### src/rtl/mux_seq_pkg.sv
// Shared constants, state type and select-order helpers for the 16:1 mux sequencer.
package mux_seq_pkg;

    localparam int DATA_W = 16;
    localparam int SEL_W  = 4;

    typedef enum logic [1:0] {
        IDLE  = 2'd0,
        SHIFT = 2'd1,
        GAP   = 2'd2
    } state_t;

    function automatic logic [SEL_W-1:0] start_sel(input bit msb_first);
        return msb_first ? 4'd15 : 4'd0;
    endfunction

    function automatic logic [SEL_W-1:0] end_sel(input bit msb_first);
        return msb_first ? 4'd0 : 4'd15;
    endfunction

endpackage

### src/rtl/mux_sel_sequencer.sv
// Holds an accepted word on the mux data inputs and steps the mux select through all
// 16 positions, presenting the mux output as a valid/ready serial stream with a last flag.
module mux_sel_sequencer
    import mux_seq_pkg::*;
#(
    parameter bit MSB_FIRST  = 1'b0,
    parameter int GAP_CYCLES = 0
) (
    input  logic              clk,
    input  logic              rst,
    input  logic              in_valid,
    output logic              in_ready,
    input  logic [DATA_W-1:0] in_data,
    output logic [DATA_W-1:0] mux_i,
    output logic [SEL_W-1:0]  mux_s,
    input  logic              mux_y,
    output logic              ser_valid,
    input  logic              ser_ready,
    output logic              ser_data,
    output logic              ser_last,
    output logic              busy
);

    if (GAP_CYCLES < 0 || GAP_CYCLES > 15) begin : g_gap_range
        $error("mux_sel_sequencer: GAP_CYCLES must be in 0..15");
    end

    localparam logic [SEL_W-1:0] START_SEL = start_sel(MSB_FIRST);
    localparam logic [SEL_W-1:0] END_SEL   = end_sel(MSB_FIRST);
    localparam logic [3:0]       GAP_LOAD  = (GAP_CYCLES > 0) ? 4'(GAP_CYCLES - 1) : 4'd0;

    state_t     state;
    logic [3:0] gap_cnt;

    // Handshake: a transfer happens on a rising edge where valid and ready are both high.
    // ser_valid never drops inside a frame; rst masks every control output immediately.
    always_ff @(posedge clk) begin
        if (rst) begin
            state   <= IDLE;
            mux_i   <= '0;
            mux_s   <= START_SEL;
            gap_cnt <= '0;
        end else begin
            case (state)
                IDLE: begin
                    if (in_valid) begin
                        mux_i <= in_data;
                        mux_s <= START_SEL;
                        state <= SHIFT;
                    end
                end
                SHIFT: begin
                    if (ser_ready) begin
                        if (mux_s == END_SEL) begin
                            mux_s <= START_SEL;
                            if (GAP_CYCLES > 0) begin
                                state   <= GAP;
                                gap_cnt <= GAP_LOAD;
                            end else begin
                                state <= IDLE;
                            end
                        end else begin
                            mux_s <= MSB_FIRST ? (mux_s - 4'd1) : (mux_s + 4'd1);
                        end
                    end
                end
                GAP: begin
                    if (gap_cnt == 4'd0) begin
                        state <= IDLE;
                    end else begin
                        gap_cnt <= gap_cnt - 4'd1;
                    end
                end
                default: state <= IDLE;
            endcase
        end
    end

    assign in_ready  = (state == IDLE)  && !rst;
    assign ser_valid = (state == SHIFT) && !rst;
    assign ser_last  = (state == SHIFT) && !rst && (mux_s == END_SEL);
    assign busy      = (state != IDLE)  && !rst;
    assign ser_data  = mux_y;

endmodule
### config.mk
export PLATFORM = sky130hd
export DESIGN_NAME = mux_sel_sequencer
export DESIGN_NICKNAME = d
export VERILOG_FILES = /design/src/rtl/mux_seq_pkg.sv /design/src/rtl/mux_sel_sequencer.sv
export SDC_FILE = /design/constraint.sdc
export NUM_CORES = 1
export LEC_CHECK = 0
export CAP_MARGIN = 10
export CORE_MARGIN = 5
export CORE_UTILIZATION = 35
export CTS_BUF_LIST = sky130_fd_sc_hd__clkbuf_2
export CTS_CLUSTER_SIZE = 28
export DETAILED_ROUTE_END_ITERATION = 6
export GPL_ROUTABILITY_DRIVEN = 1
export GPL_TIMING_DRIVEN = 0
export HOLD_SLACK_MARGIN = 0.15
export PLACE_DENSITY = 0.85
export SYNTH_ARGS = -nofsm -noshare
export SYNTH_HDL_FRONTEND = slang
export SYNTH_SLANG_ARGS = --single-unit
export TNS_END_PERCENT = 10
### constraint.sdc
create_clock -name clk -period 2.2 [get_ports clk]
set_clock_uncertainty 0.2 [all_clocks]
set_input_delay 0.44 -clock clk [delete_from_list [all_inputs] [get_ports clk]]
set_output_delay 0.44 -clock clk [all_outputs]
set_load 0.1 [all_outputs]
==> results by group, run 1 <==
Placement
  • Post-DP HPWL: about 1800 µm
  • Number of I/O port buffers: 44
  • Placed cell count: between 150 and 200
  • RePlAce Congestion: 0.732

Setup path
  • WP data arrival: 1.51 ns
  • Critical R2R Capture: mux_s[1]
  • CP cell instances: clkdlybuf4s15_1
  • Crit path buffers/inverters: 1
  • Worst Reg-to-Reg Cells: 4
  • Data required time of the worst path: about 1.6 ns
  • CP Class: reg2out
  • Slowest cell on crit path: clkdlybuf4s15_1
  • Crit. End Element: primary output
  • CP startpoint kind: flip-flop
  • Register-to-register setup slack: 0.82 ns
  • R2r startpoint: mux_s[0]
  • Critical Path Max Stage Delay: 0.82 ns
  • Worst setup startpoint: mux_i[15]
  • Crit-path max FO: 2
  • CP delay by family, top: buffers and inverters

STA
  • Fin crit period: 2.15 ns
  • Unrepaired setup endpoints after global routing: true
  • Final Cycle Share: 0.977
  • Final Max Slew Viols: 0
  • Setup TNS Final: 0 ns
  • Worst-Margin Slew: 0.948 ns
  • Hold Violations, Final: 0
  • Hold Slack: 0.268 ns
  • Maximum clock frequency: 465 MHz
  • Slew headroom: 0.371
  • Final Setup Violations: 0

Hold path
  • Worst hold stages: 2
  • Hold Crit Start: mux_i[4]
  • HP Class: reg2reg
  • Hold Path End: mux_i[4]

CTS
  • Setup bufs post-CTS: 0
  • Clk sinks: 21
  • Clock Tree Root: clkbuf_2
  • Num CTS Buffers: 3
  • Max Root-Sink Buffers: 2
  • Skew-Pair Late Insertion Delay: around 0.31 ns
  • Clock transition at the registers of the reported paths: roughly 0.21 ns
  • H-tree depth: 1
  • CTS tree: yes

Logic synthesis
  • Commonest cells in the netlist: 33 x nand2_1, 21 x dfxtp_1, 18 x a21oi_1, 5 x nand3_1, 4 x buf_4
  • Area share of the largest cell type after synthesis: 0.488
  • Largest family of logic cells by synthesized area: simple AND/OR/NAND/NOR gates
  • Post-synthesis mux area share: 0.0131
  • Synth cell types: 23
  • Synth Instances: 106
  • Syn nets: 128
  • Simple-gate area share of the yosys netlist: 0.283
  • Prevailing post-synth register cell: dfxtp_1
  • Most common cell in the netlist: nand2_1
  • Xor and xnor area share after synthesis: 0
  • Sequential share of the synthesized area: 0.488
  • Number of synthesized flops with an enable pin: 0
  • Synthesis-stage register bit count: 21
  • Cell taking the most area after synthesis: dfxtp_1
  • Ys async rst share: 0
  • Ranking of synthesized cells by area: dfxtp_1 49%, nand2_1 14%, a21oi_1 10%
  • Synth Area in Compound Gates: 0.126
  • Syn avg cell area: 8.13 µm²
  • Adder-cell share of the synthesized area: 0.0145
  • Cell Area, Synth: approximately 860 µm²
  • Yosys Warn Count: 0

Floorplanning
  • Die W: 59.6 µm
  • Core area: 0.00241 mm²
  • Std cell rows: 18
  • Die Y: 59.6 µm
  • Die ar.: 0.00356 mm²
  • I/O pin total: 46
  • Initial Util: 0.358

Power and ir drop
  • PwrDens: approximately 650 mW/mm²
  • Combinational share of power: 0.339
  • Reg power frac: 0.477
  • Internal power: 0.517 mW
  • IR drop worst, VDD: approximately 0.40 mV
  • Leak Pwr: 0.543 nW
  • Clock group share of total power: 0.183
  • Sw frac: 0.397
  • Net Sw Power: 0.341 mW

Global route
  • Largest net degree at the start of global routing: 13
  • GRT Resource Usage Total: 0.136
  • GR Overflow Total: 0
  • Initial antenna violation count: 0
  • Vias in the first global route: around 840
  • First-pass GRT wire length: ~3700 µm

Routing
  • Final ANT Viol Nets: 0
  • Routed len/inst: 12.9 µm
  • TritonRoute pass-1 iters: 4
  • Via count: between 800 and 900
  • DRC violations left: 0
  • Drt via density: 4.79
  • Initial DRC count: 14
  • Total Routed Length: 2370 µm

Cells and area
  • Layout Nets: approximately 180
  • Synth-to-Final Area Change: 53.7%
  • Cell Count, Final, Fillers Out: 184
  • Share of cells above drive strength 1: 0.305
  • Antenna Cells: 0
  • Finished Core Util: 0.550

Flow run
  • Max cap viols: 0

Status
  • Outcome: finished clean
what timing repair did:
| action | CTS | global route |
|---|---|---|
| hold buffers | 0 | 0 |
| pin swaps | 0 | 1 |
| gates resized for setup | 61 | 33 |
| endpoints found under the setup margin | 25 | 20 |
stage by stage:
stage | instance area, µm² | setup WS [ns] | power (mW)
after floorplan | 888 | -0.296 | 0.631
after global placement | 1370 | -0.985 | 0.719
after detailed placement | 1370 | -0.990 | 0.724
after CTS | 1390 | 0.000615 | 0.868
after global routing | 1330 | -0.0282 | 0.898
final | 1330 | 0.0507 | 0.858
final cells by class:
type / instances / area (µm²)
Fill cell: 236 / 1080
Buffer: 9 / 68.8
Clock inverter: 1 / 5.00
Timing Repair Buffer: 44 / 368
Sequential cell: 21 / 430
Clock buffer: 3 / 15.0
Tap cell: 30 / 37.5
Multi-Input combinational cell: 76 / 400
how the worst max path moves through the flow:
stage | to | cells past startpoint | slack, ns
floorplan | ser_last | 2 | -0.30
global placement | in_ready | 4 | -0.98
detailed placement | in_ready | 4 | -0.99
CTS | mux_i[14] | 1 | 0.0006
global route | ser_last | 4 | -0.03
finish | mux_i[15] | 1 | 0.05
flip-flops by register name, summed over array words and instances (netlist names):
register	cells
state	1
mux_s	4
mux_i	16
layer usage:
| layer | vias up | GRT usage | part of all wire |
|---|---|---|---|
| met2 | 25 | 0.273 | 0.53 |
| met3 | 2 | 0.0283 | 0.072 |
| met1 | 406 | 0.133 | 0.38 |
| met4 | 0 | 0.0475 | 0.0093 |
| li1 | 449 | - | - |
| met5 | - | 0 | 0 |
cells in the final DEF, fill, tap and decap left out:
cell type and instances:
dfxtp_2 2, clkdlybuf4s15_1 1, mux2_2 1, or3b_1 1, and2_1 1, nand2_1 33, nor3b_1 1, or3_1 1
buf_6 3, clkbuf_2 21, buf_12 1, nand4b_1 1, buf_4 6, dfxtp_1 17, nand4_1 1, nor2b_2 1
nor2b_1 1, dfxtp_4 2, nand3_1 4, nor2_1 2, nand3b_1 1, nand2b_1 1, nor3b_4 1, clkbuf_4 1
nor2_2 1, clkdlybuf4s50_1 18, clkinv_2 1, ha_2 1, nand2_2 1, buf_8 1, nand3_2 1, clkbuf_1 1
a21oi_1 18, clkdlybuf4s15_2 2, o22ai_1 1, a31oi_1 2, dlygate4sd2_1 1
power groups by stage:
| stage | logic [mW] | clock network [mW] | registers, mW |
|---|---|---|---|
| floorplan | 0.0875 | 0 | 0.544 |
| global placement | 0.303 | 0 | 0.416 |
| detailed placement | 0.307 | 0 | 0.418 |
| CTS | 0.297 | 0.162 | 0.409 |
| global route | 0.303 | 0.182 | 0.414 |
| finish | 0.291 | 0.157 | 0.410 |
logic make-up after synthesis:
group	Yosys count
AND/OR/NAND/NOR	53
AO/OA/AOI/OAI	21
adder cells (fa/ha/maj)	1
multiplexers	1
buffers and inverters	9
flip-flops	21
No activity file was read; power rests on OpenSTA's default activity.
==> inputs of run 2 (changes only) <==
--- a/config.mk
+++ b/config.mk
@@ -5,7 +5,7 @@
 export SDC_FILE = /design/constraint.sdc
 export NUM_CORES = 1
 export LEC_CHECK = 0
-export CAP_MARGIN = 10
+export CAP_MARGIN = 20
 export CORE_MARGIN = 5
 export CORE_UTILIZATION = 35
 export CTS_BUF_LIST = sky130_fd_sc_hd__clkbuf_2
==> results of run 2 <==
Same layout as run 1: the final DEF is identical, and so are final timing and power.
==> inputs of run 3 (changes only) <==
--- a/config.mk
+++ b/config.mk
@@ -5,6 +5,7 @@
 export SDC_FILE = /design/constraint.sdc
 export NUM_CORES = 1
 export LEC_CHECK = 0
+export ABC_CLOCK_PERIOD_IN_PS = 2200
 export CAP_MARGIN = 20
 export CORE_MARGIN = 5
 export CORE_UTILIZATION = 35
==> results of run 3 <==
Same layout as run 1: the final DEF is identical, and so are final timing and power.
